### src/rtl/add_sub_pkg.sv
`default_nettype none
// +----------------------------------------------------------------------------+
// | Module      : add_sub_pkg                                                  |
// | Description : Shared constants for the pipelined add/subtract unit:        |
// |               status flag bit positions and operation encoding.            |
// | Revision    : 1.0 - initial release                                        |
// +----------------------------------------------------------------------------+
package add_sub_pkg;

  // Bit positions inside the {N, Z, C, V} status flag vector
  localparam int FLAG_N = 3;
  localparam int FLAG_Z = 2;
  localparam int FLAG_C = 1;
  localparam int FLAG_V = 0;

  // Operation select encoding on sub_i
  localparam logic OP_ADD = 1'b0;
  localparam logic OP_SUB = 1'b1;

endpackage : add_sub_pkg
`default_nettype wire

### src/rtl/add_sub_chunk.sv
`default_nettype none
// +----------------------------------------------------------------------------+
// | Module      : add_sub_chunk                                                |
// | Description : Combinational CW-bit adder slice with carry-in. Produces     |
// |               the slice sum, carry-out and the carry into the slice MSB    |
// |               (the latter feeds the signed-overflow flag).                 |
// | Revision    : 1.0 - initial release                                        |
// +----------------------------------------------------------------------------+
module add_sub_chunk #(
  parameter int CW = 8
) (
  input  logic [CW-1:0] i_a,
  input  logic [CW-1:0] i_b,
  input  logic          i_cin,
  output logic [CW-1:0] o_sum,
  output logic          o_cout,
  output logic          o_cmsb
);

  logic [CW:0] w_full;

  assign w_full = {1'b0, i_a} + {1'b0, i_b} + {{CW{1'b0}}, i_cin};
  assign o_sum  = w_full[CW-1:0];
  assign o_cout = w_full[CW];
  // The carry that entered the MSB is recovered from the MSB sum bit itself,
  // which also works for single-bit slices.
  assign o_cmsb = i_a[CW-1] ^ i_b[CW-1] ^ w_full[CW-1];

endmodule : add_sub_chunk
`default_nettype wire

### src/rtl/add_sub_pipe.sv
`default_nettype none
// +----------------------------------------------------------------------------+
// | Module      : add_sub_pipe                                                 |
// | Description : Pipelined two's-complement add/subtract unit. The WIDTH-bit  |
// |               carry chain is split into STAGES slices, one per stage, with |
// |               a registered carry hand-off, valid/ready flow control and    |
// |               {N,Z,C,V} status flags.                                      |
// |               Optional macro ADD_SUB_PIPE_SAT_EN: saturate on overflow.    |
// | Revision    : 1.0 - initial release                                        |
// +----------------------------------------------------------------------------+
module add_sub_pipe
  import add_sub_pkg::*;
#(
  parameter int WIDTH  = 32,
  parameter int STAGES = 4
) (
  input  logic             clk_i,
  input  logic             rst_i,
  input  logic             valid_i,
  output logic             ready_o,
  input  logic [WIDTH-1:0] a_i,
  input  logic [WIDTH-1:0] b_i,
  input  logic             sub_i,
  output logic             valid_o,
  input  logic             ready_i,
  output logic [WIDTH-1:0] result_o,
  output logic [3:0]       flags_o
);

  localparam int CW   = WIDTH / STAGES;
  localparam int LAST = STAGES - 1;

  // Stage registers: operand skew (A, inverted-B), partial result de-skew,
  // chunk carry hand-off and per-stage valid.
  logic [WIDTH-1:0] r_a     [STAGES];
  logic [WIDTH-1:0] r_bx    [STAGES];
  logic [WIDTH-1:0] r_sum   [STAGES];
  logic             r_carry [STAGES];
  logic             r_vld   [STAGES];
  logic [3:0]       r_flags;

  // Per-stage inputs (from the ports for stage 0, else from the prior stage)
  logic [WIDTH-1:0] w_a_stg   [STAGES];
  logic [WIDTH-1:0] w_bx_stg  [STAGES];
  logic [WIDTH-1:0] w_sum_stg [STAGES];
  logic             w_cin_stg [STAGES];
  logic             w_vld_stg [STAGES];
  // Per-stage combinational results
  logic [WIDTH-1:0] w_sum_nxt [STAGES];
  logic             w_cout    [STAGES];
  logic             w_cmsb    [STAGES];

  logic             w_sub;
  logic [WIDTH-1:0] w_bx;
  logic             w_adv;
  logic             w_v;
  logic [WIDTH-1:0] w_res;
  logic [3:0]       w_flags;

  assign w_sub = (sub_i == OP_SUB);
  assign w_bx  = b_i ^ {WIDTH{w_sub}};

  // The whole pipe moves as one; it only freezes when the output is held.
  assign ready_o  = ready_i || !r_vld[LAST];
  assign w_adv    = ready_o;
  assign valid_o  = r_vld[LAST];
  assign result_o = r_sum[LAST];
  assign flags_o  = r_flags;

  for (genvar k = 0; k < STAGES; k++) begin : g_stage
    logic [CW-1:0]    w_csum;
    logic [WIDTH-1:0] w_merge;

    if (k == 0) begin : g_first
      assign w_a_stg[k]   = a_i;
      assign w_bx_stg[k]  = w_bx;
      assign w_sum_stg[k] = '0;
      assign w_cin_stg[k] = w_sub;
      assign w_vld_stg[k] = valid_i;
    end else begin : g_next
      assign w_a_stg[k]   = r_a[k-1];
      assign w_bx_stg[k]  = r_bx[k-1];
      assign w_sum_stg[k] = r_sum[k-1];
      assign w_cin_stg[k] = r_carry[k-1];
      assign w_vld_stg[k] = r_vld[k-1];
    end

    add_sub_chunk #(
      .CW(CW)
    ) u_chunk (
      .i_a    (w_a_stg[k][k*CW +: CW]),
      .i_b    (w_bx_stg[k][k*CW +: CW]),
      .i_cin  (w_cin_stg[k]),
      .o_sum  (w_csum),
      .o_cout (w_cout[k]),
      .o_cmsb (w_cmsb[k])
    );

    // Drop this stage's sum slice into the partial result carried along
    always_comb begin
      w_merge = w_sum_stg[k];
      w_merge[k*CW +: CW] = w_csum;
    end

    assign w_sum_nxt[k] = w_merge;
  end : g_stage

  assign w_v = w_cout[LAST] ^ w_cmsb[LAST];

`ifdef ADD_SUB_PIPE_SAT_EN
  // Clamp to the extreme of A's sign when the signed result overflowed
  always_comb begin
    w_res = w_sum_nxt[LAST];
    if (w_v) begin
      w_res = w_a_stg[LAST][WIDTH-1] ? {1'b1, {(WIDTH-1){1'b0}}}
                                     : {1'b0, {(WIDTH-1){1'b1}}};
    end
  end
`else
  assign w_res = w_sum_nxt[LAST];
`endif

  // Status flags; N and Z describe the value actually presented
  always_comb begin
    w_flags         = '0;
    w_flags[FLAG_N] = w_res[WIDTH-1];
    w_flags[FLAG_Z] = (w_res == '0);
    w_flags[FLAG_C] = w_cout[LAST];
    w_flags[FLAG_V] = w_v;
  end

  // Pipeline registers: cleared on reset, advanced together when not stalled
  always_ff @(posedge clk_i) begin
    if (rst_i) begin
      for (int k = 0; k < STAGES; k++) begin
        r_a[k]     <= '0;
        r_bx[k]    <= '0;
        r_sum[k]   <= '0;
        r_carry[k] <= 1'b0;
        r_vld[k]   <= 1'b0;
      end
      r_flags <= '0;
    end else if (w_adv) begin
      for (int k = 0; k < STAGES; k++) begin
        r_a[k]     <= w_a_stg[k];
        r_bx[k]    <= w_bx_stg[k];
        r_sum[k]   <= w_sum_nxt[k];
        r_carry[k] <= w_cout[k];
        r_vld[k]   <= w_vld_stg[k];
      end
      r_sum[LAST] <= w_res;
      r_flags     <= w_flags;
    end
  end

endmodule : add_sub_pipe
`default_nettype wire
### config.mk
export PLATFORM = sky130hd
export DESIGN_NAME = add_sub_pipe
export DESIGN_NICKNAME = d
export VERILOG_FILES = /design/src/rtl/add_sub_pkg.sv /design/src/rtl/add_sub_chunk.sv /design/src/rtl/add_sub_pipe.sv
export SDC_FILE = /design/constraint.sdc
export NUM_CORES = 1
export LEC_CHECK = 0
export BUFFER_PORTS_ARGS = -buffer_cell sky130_fd_sc_hd__clkbuf_2
export CAP_MARGIN = 20
export CORE_ASPECT_RATIO = 0.8
export CORE_MARGIN = 8
export CORE_UTILIZATION = 58
export CTS_CLUSTER_DIAMETER = 80
export DETAILED_ROUTE_END_ITERATION = 10
export HOLD_SLACK_MARGIN = 0.1
export PLACE_DENSITY = 0.8
export SLEW_MARGIN = 10
export SYNTH_ARGS = -nofsm -noshare
export SYNTH_HDL_FRONTEND = slang
export SYNTH_SLANG_ARGS = --single-unit
### constraint.sdc
create_clock -name clk_i -period 6.8 [get_ports clk_i]
set_input_delay 0.68 -clock clk_i [delete_from_list [all_inputs] [get_ports clk_i]]
set_output_delay 0.68 -clock clk_i [all_outputs]
set_load 0.02 [all_outputs]
==> results.md, run 1 <==
* Main combinational cell family by area after synthesis: simple AND/OR/NAND/NOR gates
* Post-cts sizing count at 0
* Number of antenna violations at the first check in global routing at 0
* Detailed-router iteration count before antenna repair at 5
* Clock latency of the later-clocked register in the worst-skew pair at ~430 ps
* Total power at 2630 µW
* Setup crit end kind: register
* Simple-gate area share of the yosys netlist at 0.161
* Count of antenna-violating nets left after detailed routing at 0
* Leakage power total at 0.00423 µW
* Wire length of the first global-routing pass at 22,200 µm
* Commonest non-fill, non-tap cells in the layout: 183 x edfxtp_1, 131 x and2_1, 106 x clkbuf_2
* Post-CTS repair timing setup buffer count at 0
* MaxCap Viol Count at 0
* Achievable Freq at 338 MHz
* Async S/R FF share, synth at 0
* Share of cell area taken by muxes after synthesis at 0.00536
* Setup repair after global routing missed its margin: false
* H-tree Lvls at 4
* Routed Wire Length at 13,600 µm
* Root buf cell: clkbuf_16
* Synth Area in Compound Gates at 0.0444
* Predominant post-synthesis flop cell: edfxtp_1
* Startpoint-to-endpoint class of the critical path: in2reg
* Final-stage net count at 812
* Final count of hold timing violations at 0
* Number of enable flip-flop cells after synthesis at 183
* Required time of the critical path at around 7100 ps
* Worst slew pin tran at 1040 ps
* Floorplan Core Area at 14,200 µm²
* Cts bufs inserted at 17
* Maximum number of pins on one net before global-route repair at 118
* CP startpoint kind: input port
* Starting density of the core at 0.592
* Number of warnings reported in the yosys synthesis log at 0
* Flops & latches, synth at approximately 190
* Clock transition at the register clock pins on the worst setup and hold paths after CTS at 60 ps
* Filler Cells Inserted at a little under 1,000
* Worst vdd rail ir drop at 0.000201 V
* Iter 0 DRT Violations at 263
* IO Port Bufs at 106
* Filler-free cell count of the finished design at between 900 and 1,000
* Routability-driven placement congestion ratio at 0.830
* Number of cells produced by synthesis at 606
* Total placed cells including tap cells at 873
* Area share of xor/xnor cells in the synthesized design at 0.0459
* Worst clock skew on the final layout at approximately 12 ps
* Library cells used by synthesis at 49
* Num ports at roughly 110
* Top fanout value on the critical path at 32
* Via count of the first global-routing pass at approximately 4,700
* Outcome: completed
* Worst hold slack across all endpoints at 476 ps
* Total GRT Usage at 0.154
* Post-synthesis area per instance at approximately 14 µm²
* Number of setup violations in the final report at 0
* Total count of max-transition violations in the final report at 0
* Diodes inserted at 0
* Portion of the clock cycle consumed by the worst path in the final layout at 0.435
* Final std cell area, no fill at 9670 µm²
* Post-Synthesis Net Count at 710
* CTS max path bufs at 2
* Average vias per placed instance at 5.10
* Shortest clock period the worst path allows after layout at 2960 ps
* Total half-perimeter wirelength after legalization and detailed placement at 9220 µm
* Areal power density over the cells at 272 nW/µm²
* Overall overflow remaining after global route at 0
* Cell Area, Synth at 8400 µm²
* Min-Delay Path Class: reg2reg
* Part of the Yosys area used for sequential elements at 0.664
* Number of placement rows at 39
* Placed cell areas at 9070 µm²
* Routed vias at 4,613
* Wire per inst at 15.0 µm
* Worst Reg2Reg Path Length in Cells at 4
* Clock tree from TritonCTS: yes
* Most common cell after layout, fill and taps aside: edfxtp_1
* Critical path arrival at around 3200 ps
* P&R area growth vs syn at 15.2%
* Share of cells above drive strength 1 at 0.200
* Adder-cell share of the synthesized area at 0.0584
* Floorplan die area at between 15,000 and 20,000 µm²
* Die X-Extent at 151 µm
* CTS Sinks at about 190
* Max-Slew Margin vs Limit at 0.304
* Number of buffers added to fix hold violations after cts at 0
* Hold depth at 2
* Number of remaining DRC errors at 0
* Setup TNS at 0 ps
* Die boundary height at 124 µm
[cell usage after synthesis, drive strengths merged (2+ instances only)]
cell type / number / area share
edfxtp: 183 / 0.65
and2: 131 / 0.098
nor2: 54 / 0.024
xnor2: 31 / 0.032
ha: 28 / 0.042
clkbuf: 19 / 0.0089
inv: 14 / 0.0063
o21ai: 14 / 0.0083
a21oi: 13 / 0.0077
xor2: 13 / 0.014
nor3: 9 / 0.0054
a21o: 8 / 0.0072
nand2: 8 / 0.0036
fa: 7 / 0.017
nor2b: 7 / 0.0052
buf: 6 / 0.0055
nor4: 6 / 0.0045
nand2b: 5 / 0.0046
o21a: 5 / 0.0045
or3: 5 / 0.0037
a211oi: 4 / 0.0042
dfxtp: 4 / 0.0095
a31oi: 3 / 0.0022
and3: 3 / 0.0022
mux2i: 3 / 0.0036
nand3: 3 / 0.0018
a311oi: 2 / 0.0021
nand3b: 2 / 0.0018
nand4: 2 / 0.0015
nor4b: 2 / 0.0021
o31ai: 2 / 0.0034
[power by group]
part | switching [µW] | internal, µW
sequential | 26.1 | 1350
combinational | 136 | 111
clock | 396 | 611
[path summary, 6_finish.rpt]
check | startpoint | to | slack (ps)
setup / recovery | sub_i | r_sum[0][6] | 3840
hold / removal | flags_o[2] | flags_o[2] | 480
setup reg to reg | r_vld[0][3] | r_sum[0][45] | 3840
hold reg to reg | flags_o[2] | flags_o[2] | 480
[stage by stage]
stage	setup WS, ps	utilization
final	3840	0.681
after floorplan	1740	-
after detailed placement	3420	0.638
after global routing	3600	0.681
after CTS	3860	0.681
after global placement	3550	0.638
[kinds of logic (layout without fill, tap and decap cells)]
| logic type | after synthesis | after routing |
|---|---|---|
| and+or+nand+nor | 241 | 241 |
| adders and majority gates | 35 | 35 |
| DFF | 187 | 187 |
| muxes | 4 | 4 |
| AOI/OAI and AO/OA | 56 | 56 |
| buffers and inverters | 39 | 154 |
| xor gates and xnor gates | 44 | 44 |
[flip-flops by register name, summed over array words and instances, names as in the netlist]
register and count:
r_sum 80, r_bx 48, r_vld 4, flags_o 4, r_carry 3, r_a 48
[cell type report]
class | count | area [µm²] | area share
clock buffers | 19 | 433 | 0.0447
clock inverters | 13 | 175 | 0.0181
inverters | 14 | 57.6 | 0.00595
multi-input cells | 380 | 2660 | 0.275
flip-flops and latches | 187 | 5580 | 0.576
well taps | 184 | 230 | 0.0238
repair buffers | 108 | 546 | 0.0564
[routing by layer]
layer / wire, µm / share of wire / track usage
met5: 0 / 0 / 0
met4: 226 / 0.017 / 0.0710
met3: 743 / 0.055 / 0.0508
met2: 6790 / 0.50 / 0.251
met1: 5850 / 0.43 / 0.185
[critical path, cell delays in order]
cell	delay [ps]
clkbuf_2	770
xor2_1	270
fa_1	490
a21o_1	190
a21oi_1	190
nor2b_1	80
o21a_1	180
o21ai_1	150
nor3b_1	200
(Power assumes the default switching activity.)
==> run 2, diff against run 1 <==
--- a/config.mk
+++ b/config.mk
@@ -5,15 +5,16 @@
 export SDC_FILE = /design/constraint.sdc
 export NUM_CORES = 1
 export LEC_CHECK = 0
+export ABC_AREA = 1
 export BUFFER_PORTS_ARGS = -buffer_cell sky130_fd_sc_hd__clkbuf_2
 export CAP_MARGIN = 20
 export CORE_ASPECT_RATIO = 0.8
 export CORE_MARGIN = 8
-export CORE_UTILIZATION = 58
+export CORE_UTILIZATION = 59
 export CTS_CLUSTER_DIAMETER = 80
 export DETAILED_ROUTE_END_ITERATION = 10
 export HOLD_SLACK_MARGIN = 0.1
-export PLACE_DENSITY = 0.8
+export PLACE_DENSITY = 0.81
 export SLEW_MARGIN = 10
 export SYNTH_ARGS = -nofsm -noshare
 export SYNTH_HDL_FRONTEND = slang
==> constraint.sdc (replaced) <==
create_clock -name clk_i -period 3 [get_ports clk_i]
set_input_delay 0.3 -clock clk_i [delete_from_list [all_inputs] [get_ports clk_i]]
set_output_delay 0.3 -clock clk_i [all_outputs]
set_load 0.02 [all_outputs]
==> results.md, run 2 <==
* Outcome: completed
* Routed Wire Length at 14,800 µm (+8.7%)
* Num ports at 107 (unchanged)
* Largest stage delay on the critical path at 510 ps (-260 ps)
* Library cells used by synthesis at 38 (-22%)
* Number of placement rows at 41 (+5.1%)
* Detailed-router iteration count before antenna repair at 5 (unchanged)
* Critical path arrival at 2420 ps (-790 ps)
* Total half-perimeter wirelength after legalization and detailed placement at 10,300 µm (+12%)
* Floorplan die area at 19,900 µm² (+6.8%)
* Fraction of power consumed by the clock network at 0.347 (-0.035)
* Largest register FFs at 80 (unchanged)
* Top fanout value on the critical path at 3 (-91%)
* Post-synthesis area per instance at 11.2 µm² (-19%)
* Diodes inserted at 0 (unchanged)
* Die boundary height at 128 µm (+3.3%)
* Count of antenna-violating nets left after detailed routing at 0 (unchanged)
* Min-Delay Path Class: in2reg
* Most flop-heavy register: r_sum
* Leakage power total at 0.00465 µW (+9.9%)
* Total count of max-transition violations in the final report at 0 (unchanged)
* Final setup slack of the worst path at 948 ps (-2890 ps)
* Total GRT Usage at 0.160 (+0.00529)
* Synth area leaders: edfxtp_1 60%, inv_1 7.2%, nor2_2 6.2%, ha_1 3.8%, nor2_1 3.1%
* Routability-driven placement congestion ratio at 0.853 (+2.8%)
* Overall overflow remaining after global route at 0 (unchanged)
* Worst clock skew on the final layout at 7.97 ps (-3.95 ps)
* Number of warnings reported in the yosys synthesis log at 0 (unchanged)
* Portion of the clock cycle consumed by the worst path in the final layout at 0.684
* Number of antenna violations at the first check in global routing at 0 (unchanged)
* Cts bufs inserted at 17 (unchanged)
* Root buf cell: clkbuf_16
* Number of buffers added to fix hold violations after cts at 0 (unchanged)
* Kind of cell with the highest combined delay on the critical path: adder cells
* Leading area contributor after synthesis: edfxtp_1
* Areal power density over the cells at 573 nW/µm² (+110%)
* MaxCap Viol Count at 0 (unchanged)
* Max-Slew Margin vs Limit at 0.619 (+0.315)
* Number of setup violations in the final report at 0 (unchanged)
* Worst slew pin tran at 571 ps (-472 ps)
* Clock latency of the later-clocked register in the worst-skew pair at 420 ps (about the same)
* Seq pwr share at 0.528 (+0.004)
* CTS Sinks at 187 (unchanged)
* Switching share of power at 0.234 (+0.0223)
* Predominant post-synthesis flop cell: edfxtp_1
* Post-CTS repair timing setup buffer count at 0 (unchanged)
* Die X-Extent at 156 µm (+3.4%)
* Combinational cell fraction of total power at 0.125 (+0.031)
* Part of the Yosys area used for sequential elements at 0.606 (-0.0579)
* Internal Pwr Total at 4560 µW (+120%)
* Number of remaining DRC errors at 0 (unchanged)
* Simple-gate area share of the yosys netlist at 0.166 (+0.00483)
* Setup repair after global routing missed its margin: false
* Average vias per placed instance at 4.80 (-5.8%)
* Via count of the first global-routing pass at 5,326 (+13%)
* Worst-case setup slack after placement at 658 ps (-2760 ps)
* Starting density of the core at 0.594 (+0.00242)
* Most frequent cells after synthesis: 183 x edfxtp_1, 177 x inv_1, 91 x nor2_2
* Slowest stage cell, crit path: fa_1
* Number of enable flip-flop cells after synthesis at 183 (unchanged)
* Worst hold slack across all endpoints at 171 ps (-305 ps)
* Filler Cells Inserted at 1,203 (+24%)
* Startpoint-to-endpoint class of the critical path: reg2reg
* Maximum number of pins on one net before global-route repair at 112 (-5.1%)
* Setup crit end kind: register
* Most common cell after layout, fill and taps aside: edfxtp_1
* Synth Area in Compound Gates at 0.0430 (-0.00142)
* Largest registers in the final layout: r_sum x80, r_a x48, r_bx x48
* Series of cell instances along the critical path: fa_1 > inv_1 > fa_1 > inv_1 > nand2_1 > nand4_1 > nor2_1 > nand2_1 > nor2_1 > nand4_1 > nand2_1
* Iter 0 DRT Violations at 387 (+47%)
* Cell Area, Synth at 9200 µm² (+9.5%)
* Top-area cell type share of the netlist area at 0.597 (-0.0570)
* Share of cell area taken by muxes after synthesis at 0 (-0.00536)
* Share of cells above drive strength 1 at 0.277 (+0.0769)
* Achievable Freq at 487 MHz
* Shortest clock period the worst path allows after layout at 2050 ps
* CTS max path bufs at 2 (unchanged)
* Worst vdd rail ir drop at 0.000361 V (+79%)
* Wire length of the first global-routing pass at 24,900 µm (+12%)
* Clock transition at the register clock pins on the worst setup and hold paths after CTS at 60 ps (about the same)
* Post-Synthesis Net Count at 925 (+30%)
* Area share of xor/xnor cells in the synthesized design at 0.0295 (-0.0164)
* Flops & latches, synth at 187 (unchanged)
* Clock tree from TritonCTS: yes
* H-tree Lvls at 4 (unchanged)
* Final count of hold timing violations at 0 (unchanged)
* Reported net switching power at 1390 µW (+150%)
* Required time of the critical path at 3370 ps (-3680 ps)
* Cell with the most instances after synthesis: edfxtp_1
* CP startpoint kind: register
* Buffers & Inverters on Critical Path at 2 (+1)
* Routed vias at 5,547 (+20%)
* Commonest non-fill, non-tap cells in the layout: 183 x edfxtp_1, 176 x inv_1, 106 x clkbuf_2
* Async S/R FF share, synth at 0 (unchanged)
* Main combinational cell family by area after synthesis: simple AND/OR/NAND/NOR gates
* Number of cells produced by synthesis at 821 (+35%)
* Wire per inst at 12.8 µm (-15%)
* Post-cts sizing count at 0 (unchanged)
* P&R area growth vs syn at 13.1%
* Utilization after layout at 0.672 (-0.00967)
* Adder-cell share of the synthesized area at 0.0533 (-0.00509)
* Most frequent CP cell: nand2_1
* Floorplan Core Area at 15,500 µm² (+9.1%)
* IO Port Bufs at 106 (unchanged)
* Final-stage net count at 1,034 (+27%)
[run 2: changes by cell type in the layout (fill, tap and decap cells not counted), moves of 9 or more]
cell,delta
inv_1,+165
nand3_1,+16
a21oi_1,+24
nand2_1,+47
nor2_4,+11
nand2_2,+9
nor2_1,+21
nand4_1,+17
and2_1,-131
nor2_2,+91
[run 2: power groups by stage]
stage | combinational, µW | sequential, µW | clock [µW]
after floorplan | 537 | 3230 | 0
after global placement | 721 | 3190 | 0
after detailed placement | 748 | 3200 | 0
after CTS | 754 | 3150 | 2110
after global routing | 839 | 3170 | 2220
final | 746 | 3150 | 2070
[run 2: layer usage]
| layer | share of wire | GRT usage | vias up | wire length (µm) |
|---|---|---|---|---|
| met1 | 0.41 | 0.184 | 2528 | 6060 |
| met4 | 0.019 | 0.0575 | 0 | 286 |
| met3 | 0.050 | 0.0465 | 27 | 736 |
| li1 | - | - | 2856 | - |
| met2 | 0.52 | 0.279 | 136 | 7710 |
| met5 | 0 | 0 | - | 0 |
[run 2: stage by stage]
step	power [µW]	cells	cell area [µm²]	TNS (ps)
finish	5960	1155	10400	0
global route	6220	1155	10400	0
CTS	6010	1155	10400	0
detailed placement	3950	1126	9870	0
global placement	3910	1126	9870	0
floorplan	3770	821	9210	-164400
[run 2: area by class of cell]
class | count | area [µm²] | area share
inverter | 183 | 698 | 0.0671
sequential | 187 | 5580 | 0.536
timing repair buffer | 113 | 633 | 0.0608
clock inverter | 10 | 101 | 0.00974
clock buffer | 19 | 433 | 0.0416
multi-input combinational | 428 | 2700 | 0.259
tap | 215 | 269 | 0.0259
[run 2: worst paths after layout]
kind,endpoint,depth (start not counted),from,slack (ps)
hold reg to reg,flags_o[2],2,flags_o[2],450
setup / recovery,flags_o[2],11,r_carry[0][2],950
hold / removal,r_a[0][20],3,a_i[20],170
setup reg to reg,flags_o[2],11,r_carry[0][2],950
[run 2: worst min-delay path, stage by stage]
cell      delay (ps)
clkbuf_2          70
inv_1             30
nor2_1            80
[run 2: cells by family (layout without fill, tap and decap cells)]
kind of cell               after synthesis  count (layout)
and+or+nand+nor                        290             290
buffers and inverters                  206             325
DFF                                    187             187
AOI/OAI and AO/OA                       72              72
adders and majority gates               35              35
xor gates and xnor gates                31              31
==> run 3, diff against run 2 <==
--- a/config.mk
+++ b/config.mk
@@ -5,16 +5,16 @@
 export SDC_FILE = /design/constraint.sdc
 export NUM_CORES = 1
 export LEC_CHECK = 0
-export ABC_AREA = 1
+export ABC_AREA = 0
 export BUFFER_PORTS_ARGS = -buffer_cell sky130_fd_sc_hd__clkbuf_2
 export CAP_MARGIN = 20
 export CORE_ASPECT_RATIO = 0.8
 export CORE_MARGIN = 8
-export CORE_UTILIZATION = 59
+export CORE_UTILIZATION = 52
 export CTS_CLUSTER_DIAMETER = 80
 export DETAILED_ROUTE_END_ITERATION = 10
 export HOLD_SLACK_MARGIN = 0.1
-export PLACE_DENSITY = 0.81
+export PLACE_DENSITY = 0.76
 export SLEW_MARGIN = 10
 export SYNTH_ARGS = -nofsm -noshare
 export SYNTH_HDL_FRONTEND = slang
==> constraint.sdc (replaced) <==
create_clock -name clk_i -period 1.6 [get_ports clk_i]
set_input_delay 0.16 -clock clk_i [delete_from_list [all_inputs] [get_ports clk_i]]
set_output_delay 0.16 -clock clk_i [all_outputs]
set_load 0.02 [all_outputs]
==> results.md, run 3 (synthesized netlist as in run 1, its figures left out) <==
* Final count of hold timing violations at 0 (unchanged)
* Areal power density over the cells at 1040 nW/µm² (+81%)
* Max-Slew Margin vs Limit at 0.724 (+0.105)
* Worst hold slack across all endpoints at 112 ps (-59.0 ps)
* CP startpoint kind: register
* Number of antenna violations at the first check in global routing at 0 (unchanged)
* Utilization after layout at 0.714 (+0.0423)
* Number of placement rows at 41 (unchanged)
* Clock tree from TritonCTS: yes
* Die X-Extent at 158 µm (+1.6%)
* H-tree Lvls at 4 (unchanged)
* Slowest stage cell, crit path: edfxtp_1
* Setup crit end kind: register
* Startpoint-to-endpoint class of the critical path: reg2reg
* Worst slew pin tran at 413 ps (-158 ps)
* Shortest clock period the worst path allows after layout at 2380 ps (+325 ps)
* Buffers & Inverters on Critical Path at 2 (unchanged)
* Via count of the first global-routing pass at 5,437 (+2.1%)
* Final setup slack of the worst path at -776 ps (-1720 ps)
* Root buf cell: clkbuf_16
* Worst vdd rail ir drop at 0.000738 V (+100%)
* CTS Sinks at 187 (unchanged)
* Largest register FFs at 80 (unchanged)
* Iter 0 DRT Violations at 273 (-29%)
* Overall overflow remaining after global route at 0 (unchanged)
* Register-to-register setup slack at -780 ps (-1720 ps)
* Wire per inst at 15.8 µm (+24%)
* Total count of max-transition violations in the final report at 0 (unchanged)
* MaxCap Viol Count at 0 (unchanged)
* Number of setup violations in the final report at 29 (+29)
* Floorplan Core Area at 15,800 µm² (+2.0%)
* Cts bufs inserted at 17 (unchanged)
* Portion of the clock cycle consumed by the worst path in the final layout at 1.49 (+0.801)
* Routed Wire Length at 16,700 µm (+13%)
* Most common cell after layout, fill and taps aside: edfxtp_1
* Routed vias at 5,226 (-5.8%)
* Average vias per placed instance at 4.94 (+2.9%)
* Clock transition at the register clock pins on the worst setup and hold paths after CTS at 70 ps (about the same)
* Maximum number of pins on one net before global-route repair at 67 (-40%)
* Critical path arrival at 2550 ps (+130 ps)
* Largest stage delay on the critical path at 380 ps (-130 ps)
* Total half-perimeter wirelength after legalization and detailed placement at 10,500 µm (+2.0%)
* Worst clock skew on the final layout at 6.31 ps (-1.67 ps)
* CTS max path bufs at 2 (unchanged)
* Leakage power total at 0.00492 µW (+5.9%)
* Violated checks: negative setup slack
* Achievable Freq at 421 MHz (-14%)
* Total power at 11,700 µW (+97%)
* Share of cells above drive strength 1 at 0.331 (+0.0548)
* Setup repair after global routing missed its margin: true
* Die boundary height at 130 µm (+1.5%)
* Outcome: finished with violations
* Clock latency of the later-clocked register in the worst-skew pair at 420 ps (about the same)
* Routability-driven placement congestion ratio at 0.834 (-2.3%)
* Total GRT Usage at 0.163 (+0.00359)
* Floorplan die area at 20,500 µm² (+3.2%)
* Commonest non-fill, non-tap cells in the layout: 183 x edfxtp_1, 129 x and2_1, 105 x clkbuf_2
* Starting density of the core at 0.532 (-0.0623)
* Detailed-router iteration count before antenna repair at 4 (-1)
* Required time of the critical path at 1780 ps (-1590 ps)
* Number of remaining DRC errors at 0 (unchanged)
* Largest registers in the final layout: r_sum x80, r_a x48, r_bx x48
* Kind of cell with the highest combined delay on the critical path: simple AND/OR/NAND/NOR gates
* IO Port Bufs at 106 (unchanged)
* Top fanout value on the critical path at 2 (-1)
* Most flop-heavy register: r_sum
* Min-Delay Path Class: in2reg
* Num ports at 107 (unchanged)
* Final-stage net count at 933 (-9.8%)
* P&R area growth vs syn at 34.3%
* Wire length of the first global-routing pass at 25,900 µm (+4.2%)
* Series of cell instances along the critical path: inv_2 > fa_2 > inv_2 > fa_2 > a21o_1 > a21oi_2 > nor2b_1 > o21a_1 > or3_1 > and3_1
* Diodes inserted at 0 (unchanged)
* Count of antenna-violating nets left after detailed routing at 0 (unchanged)
-- run 3: worst reg2reg max path, stage by stage, from the launching register on --
cell and delay (ps):
edfxtp_1 380, inv_2 70, fa_2 190, inv_2 40
fa_2 340, a21o_1 180, a21oi_2 150, nor2b_1 80
o21a_1 180, or3_1 320, and3_1 200
-- run 3: worst paths after layout --
kind / start / end / cells past startpoint
worst max-delay path: r_carry[0][0] / r_sum[0][46] / 10
worst min register to register: flags_o[2] / flags_o[2] / 2
worst max register to register: r_carry[0][0] / r_sum[0][46] / 10
worst min-delay path: b_i[9] / r_bx[0][9] / 3
-- run 3: metal layers --
| metal | vias up | GRT usage | share of wire |
|---|---|---|---|
| met5 | - | 0 | 0 |
| met4 | 0 | 0.0576 | 0.016 |
| met3 | 19 | 0.0409 | 0.052 |
| met2 | 138 | 0.285 | 0.52 |
| met1 | 2477 | 0.193 | 0.41 |
| li1 | 2592 | - | - |
-- run 3: layout make-up --
type / instances / area (µm²)
timing repair buffer: 229 / 1790
clock buffer: 17 / 425
inverter: 14 / 56.3
multi-input combinational: 380 / 2970
tap: 215 / 269
clock inverter: 15 / 188
fill: 1038 / 4520
sequential: 187 / 5580
-- run 3: where the power goes --
group          internal [µW]  switching [µW]
logic                    803             734
clock network           2490            1820
registers               5760             116
total                   9050            2670
-- run 3: timing repair --
item	CTS	global route
hold endpoints to repair	51	0
resized for setup	31	23
pin swaps	18	35
hold buffers	49	0
setup endpoints to repair	77	52
gates cloned	0	2
setup buffers	15	11
-- run 3: metrics by stage --
| step | setup WS (ps) | area, µm² | std cells | setup TNS [ps] |
|---|---|---|---|---|
| floorplan | -2330 | 8570 | 606 | -430630 |
| global placement | -666 | 9770 | 959 | -7170 |
| detailed placement | -708 | 9770 | 959 | -9140 |
| CTS | -709 | 11100 | 1050 | -7840 |
| global route | -887 | 11300 | 1057 | -10880 |
| finish | -776 | 11300 | 1057 | -8600 |
